**src/rtl/ram8.sv**
```systemverilog
// ram8: eight-entry WIDTH-bit register bank with combinational read through mux8way16
// and an 8-cycle scrub to CLEAR_VALUE. Optional macro RAM8_BYPASS_EN adds write-through forwarding.
module mux8way16 #(
  parameter int unsigned WIDTH = 16
) (
  input  logic [WIDTH-1:0] a_i,
  input  logic [WIDTH-1:0] b_i,
  input  logic [WIDTH-1:0] c_i,
  input  logic [WIDTH-1:0] d_i,
  input  logic [WIDTH-1:0] e_i,
  input  logic [WIDTH-1:0] f_i,
  input  logic [WIDTH-1:0] g_i,
  input  logic [WIDTH-1:0] h_i,
  input  logic [2:0]       sel_i,
  output logic [WIDTH-1:0] out_o
);

  always_comb begin
    out_o = a_i;
    case (sel_i)
      3'd0: out_o = a_i;
      3'd1: out_o = b_i;
      3'd2: out_o = c_i;
      3'd3: out_o = d_i;
      3'd4: out_o = e_i;
      3'd5: out_o = f_i;
      3'd6: out_o = g_i;
      3'd7: out_o = h_i;
    endcase
  end

endmodule

module ram8 #(
  parameter int unsigned      WIDTH       = 16,
  parameter logic [WIDTH-1:0] CLEAR_VALUE = '0
) (
  input  logic             clk,
  input  logic             rst,
  input  logic [WIDTH-1:0] in,
  input  logic             load,
  input  logic [2:0]       address,
  input  logic             clear,
  output logic [WIDTH-1:0] out,
  output logic             busy
);

  localparam int unsigned DEPTH = 8;

  typedef enum logic {
    S_IDLE,
    S_SCRUB
  } state_e;

  state_e           state_q, state_d;
  logic [2:0]       sc_q, sc_d;
  logic             busy_q, busy_d;
  logic [WIDTH-1:0] mem_q [DEPTH];
  logic [WIDTH-1:0] mem_d [DEPTH];
  logic [WIDTH-1:0] rd_data;

  always_ff @(posedge clk or posedge rst) begin
    if (rst) begin
      state_q <= S_IDLE;
      sc_q    <= '0;
      busy_q  <= 1'b0;
      for (int i = 0; i < DEPTH; i++) mem_q[i] <= CLEAR_VALUE;
    end else begin
      state_q <= state_d;
      sc_q    <= sc_d;
      busy_q  <= busy_d;
      for (int i = 0; i < DEPTH; i++) mem_q[i] <= mem_d[i];
    end
  end

  // Loads are honoured only in IDLE; SCRUB owns the write port and ignores load/clear.
  always_comb begin
    state_d = state_q;
    sc_d    = sc_q;
    mem_d   = mem_q;
    case (state_q)
      S_IDLE: begin
        if (load) mem_d[address] = in;
        if (clear) begin
          state_d = S_SCRUB;
          sc_d    = '0;
        end
      end
      S_SCRUB: begin
        mem_d[sc_q] = CLEAR_VALUE;
        sc_d        = 3'(sc_q + 3'd1);
        if (sc_q == 3'd7) state_d = S_IDLE;
      end
    endcase
    busy_d = (state_d == S_SCRUB);
  end

  assign busy = busy_q;

  mux8way16 #(.WIDTH(WIDTH)) u_rd_mux (
    .a_i   (mem_q[0]),
    .b_i   (mem_q[1]),
    .c_i   (mem_q[2]),
    .d_i   (mem_q[3]),
    .e_i   (mem_q[4]),
    .f_i   (mem_q[5]),
    .g_i   (mem_q[6]),
    .h_i   (mem_q[7]),
    .sel_i (address),
    .out_o (rd_data)
  );

`ifdef RAM8_BYPASS_EN
  // Forward write data in the cycle a load is accepted.
  assign out = (load && !busy_q) ? in : rd_data;
`else
  assign out = rd_data;
`endif

endmodule
```
**config.mk**
```make
export PLATFORM = sky130hd
export DESIGN_NAME = ram8
export DESIGN_NICKNAME = d
export VERILOG_FILES = /design/src/rtl/ram8.sv
export SDC_FILE = /design/constraint.sdc
export NUM_CORES = 1
export LEC_CHECK = 0
export CAP_MARGIN = 20
export CORE_MARGIN = 4
export CORE_UTILIZATION = 50
export DETAILED_ROUTE_END_ITERATION = 8
export GPL_TIMING_DRIVEN = 0
export MAX_ROUTING_LAYER = met4
export PLACE_DENSITY = 0.66
export REMOVE_ABC_BUFFERS = 1
export SLEW_MARGIN = 20
export SYNTH_ARGS = -nofsm -noshare
export SYNTH_HDL_FRONTEND = slang
export SYNTH_SLANG_ARGS = --single-unit
```
**constraint.sdc**
```tcl
create_clock -name clk -period 5.9 [get_ports clk]
set_clock_uncertainty 0.05 [all_clocks]
set_input_delay 0.885 -clock clk [delete_from_list [all_inputs] [get_ports clk]]
set_output_delay 0.885 -clock clk [all_outputs]
set_load 0.01 [all_outputs]
```
==> impl_metrics.tcl, run 1 <==
set metrics [dict create \
    outcome "complete, no violations" \
    cts-resized-gates 0 \
    ctsHoldBuffers 0 \
    yosysWarnings 0 \
    syn_avg_cell_area_sq_um 8.73 \
    place.gp.congestion 0.770 \
    setup_viol 0 \
    hp-class "register to register" \
    rows 41 \
    track_usage_pct 25.1 \
    period_needed_ns 4.23 \
    timing.fmax_mhz 237 \
    n_fill_cell 1122 \
    first_global_vias 5233 \
    drt_iter0_drc 479 \
    path_clk_slew_ns 0.06 \
    seqPwrFrac_pct 41.4 \
    final_cell_count_no_fill 935 \
    cts_root_buffer "clkbuf_16" \
    routed-via-count 5268 \
    max_slew_margin_pct 30.1 \
    synthCells 749 \
    critPathKind "input port to output pin" \
    post_cts_buffers 0 \
    pwr-share-comb_pct 24.4 \
    drcViolationCount 0 \
    synth.area.top_cells "dfrtp_1 (51%), nand2_1 (15%), o21ai_0 (8.7%)" \
    max-vdd-ir-drop_mv 0.350 \
    p_per_area_nw_per_um2 444 \
    drv_slew 0 \
    portBuffers 39 \
    dp_hpwl_mm 10.1 \
    seq_area_sq_um 3300 \
    diodes 0 \
    start_util_pct 51.4 \
    cts_tree "built" \
    yosysSeqAreaShare_pct 50.5 \
    synth.distinct_cells 37 \
    crit_path_max_fanout 24 \
    r2r_start "busy$_DFF_PP0_" \
    area_growth_pct 15.9 \
    viasPerCell 5.63 \
    grt_pass1_wl_mm 27.8 \
    p_leak_uw 0.00330 \
    cts_sinks 132 \
    nNetsFinal 775 \
    whs_path_depth 2 \
    wl_mm 16.9 \
    drive_gt1_share_pct 9.04 \
    core_sq_um 12700 \
    io_pins 40 \
    internal-power_uw 2320 \
    reg2reg_slack_ns 3.68 \
    numCtsBuffers 17 \
    crit_path_start_kind "input port" \
    netSwitchingFraction_pct 31.0 \
    netSwitchingPower_uw 1040 \
    fp.dieW_microns 122 \
    final_cell_area_sq_um 7580 \
    h-tree-depth 4 \
    drtAntennaViolNets 0 \
    worstPathRequired_ns 4.97 \
    antenna_found_initial 0 \
    clock_power_share_pct 34.2 \
    post-route-period-util_pct 71.7 \
    grt_max_degree 73 \
    syn_area_sq_um 6540 \
    yosysTopAreaCellShare_pct 50.5 \
    synth-seq-cells 132 \
    layout_common_cells "nand2_1 (263), dfrtp_1 (132), o21ai_0 (113), clkdlybuf4s50_1 (36), nor2_1 (32)" \
    rsz0062_at_grt "no" \
    multiInputGateArea_sq_um 2840 \
    final_common_cell "nand2_1" \
    clock_latency_ns 0.41 \
    critPathArrivalTime_ns 3.29 \
    hp-start "mem_q[35]$_DFFE_PP0P_" \
    place_area_sq_um 6920 \
    final_util_pct 59.6 \
    whs_ns 0.465 \
    reg2reg_depth 4 \
    drv_cap 0 \
    wl_per_cell_microns 18.1 \
    numPlacedInstances 902 \
    first_pass_iters 5 \
    die-area_sq_um 15000 \
    worstMarginPinSlew_ns 1.05 \
    synth_top_area_cell "dfrtp_1" \
    r2r-end "mem_q[29]$_DFFE_PP0P_" \
    grt_overflow 0 \
    timing.final.hold_violations 0 \
    critPathCaptureType "output pin" \
    hold_path_end "mem_q[35]$_DFFE_PP0P_" \
    die_y_microns 122 \
    clk_path_buf_depth 2 \
]
==> stage by stage <==
| step | power [uW] | setup TNS [ns] | worst slack [ns] |
|---|---|---|---|
| after floorplan | 1870 | 0 | 1.44 |
| after global placement | 2160 | -62.52 | -0.994 |
| after detailed placement | 2220 | 0 | 1.65 |
| after CTS | 3380 | 0 | 1.65 |
| after global routing | 3570 | 0 | 1.54 |
| final | 3360 | 0 | 1.67 |
==> power by group through the flow <==
stage          logic (uW)  clock network [uW]  registers [uW]
5_1_grt               931                1200            1430
4_1_cts               820                1170            1390
3_5_place_dp          813                   0            1400
3_3_place_gp          771                   0            1390
6_report              820                1150            1390
2_1_floorplan         517                   0            1360
==> logic make-up (layout without fill, tap and decap cells) <==
logic type | Yosys count | in the layout | synth area share [%]
AOI/OAI and AO/OA | 185 | 185 | 16.4
adders and majority gates | 2 | 2 | 0.383
buffers and inverters | 73 | 87 | 6.56
DFF | 132 | 132 | 50.5
muxes | 34 | 34 | 5.99
and+or+nand+nor | 323 | 323 | 20.1
==> critical path: stages <==
cell and delay, ns:
buf_2 0.43, buf_12 0.26, or3_1 0.83, nor2_1 0.08, a21oi_1 0.21, clkdlybuf4s50_1 0.57
==> worst max path at each step <==
stage,slack (ns),end,cells past startpoint,from
floorplan,1.44,busy$_DFF_PP0_,1,rst
global placement,-0.99,out[4],5,address[1]
detailed placement,1.65,out[9],6,address[1]
CTS,1.65,out[9],6,address[1]
global route,1.54,out[8],6,address[1]
finish,1.67,out[8],6,address[1]
==> synth_stat cells, drive strengths merged <==
| library cell | number |
|---|---|
| nand2 | 263 |
| dfrtp | 132 |
| nor3b | 2 |
| nor3 | 3 |
| nor2 | 36 |
| or2 | 1 |
| or3 | 1 |
| inv | 6 |
| mux2i | 20 |
| a22o | 12 |
| nand3b | 1 |
| and2b | 1 |
| clkbuf | 19 |
| ha | 2 |
| a22oi | 8 |
| a211oi | 2 |
| mux4 | 2 |
| nand2b | 5 |
| mux2 | 12 |
| o21ai | 130 |
| or2b | 1 |
| a221oi | 9 |
| buf | 48 |
| nand4 | 1 |
| o22a | 2 |
| a211o | 9 |
| a21oi | 11 |
| nor2b | 4 |
| o22ai | 2 |
| nand3 | 4 |
==> sequential cells by signal, indices dropped and copies added (netlist names) <==
register	cells
mem_q	128
sc_q	3
busy	1
==> final cells by class <==
| cell class | count | area share, % |
|---|---|---|
| inverter | 6 | 0.396 |
| clock inverter | 10 | 2.34 |
| tap | 172 | 2.84 |
| timing repair buffer | 49 | 7.20 |
| multi-input combinational | 544 | 37.5 |
| clock buffer | 22 | 6.13 |
| sequential | 132 | 43.6 |
==> per-layer routing <==
layer / GRT usage (%) / wire length, microns / up-vias
met5: - / 0 / -
met3: 4.93 / 1140 / 25
met1: 33.3 / 7430 / 2558
met2: 39.5 / 8080 / 181
met4: 7.70 / 266 / 0
li1: - / - / 2504
Power figures use the tool's default switching activity.
==> run 2, diff against run 1 <==
clock period = 3.97 ns   (was 5.9 ns; I/O delays follow)
==> results of run 2 <==
Same layout as run 1 (identical final DEF). Status: complete, no violations.
Among the figures that moved: setup slack after placement 1.65 ns -> 0.298 ns; setup slack after layout 1.67 ns -> 0.321 ns; register-to-register setup slack 3.68 ns -> 1.75 ns; total power 3360 uW -> 5000 uW; worst IR drop on VDD 0.350 mV -> 0.520 mV
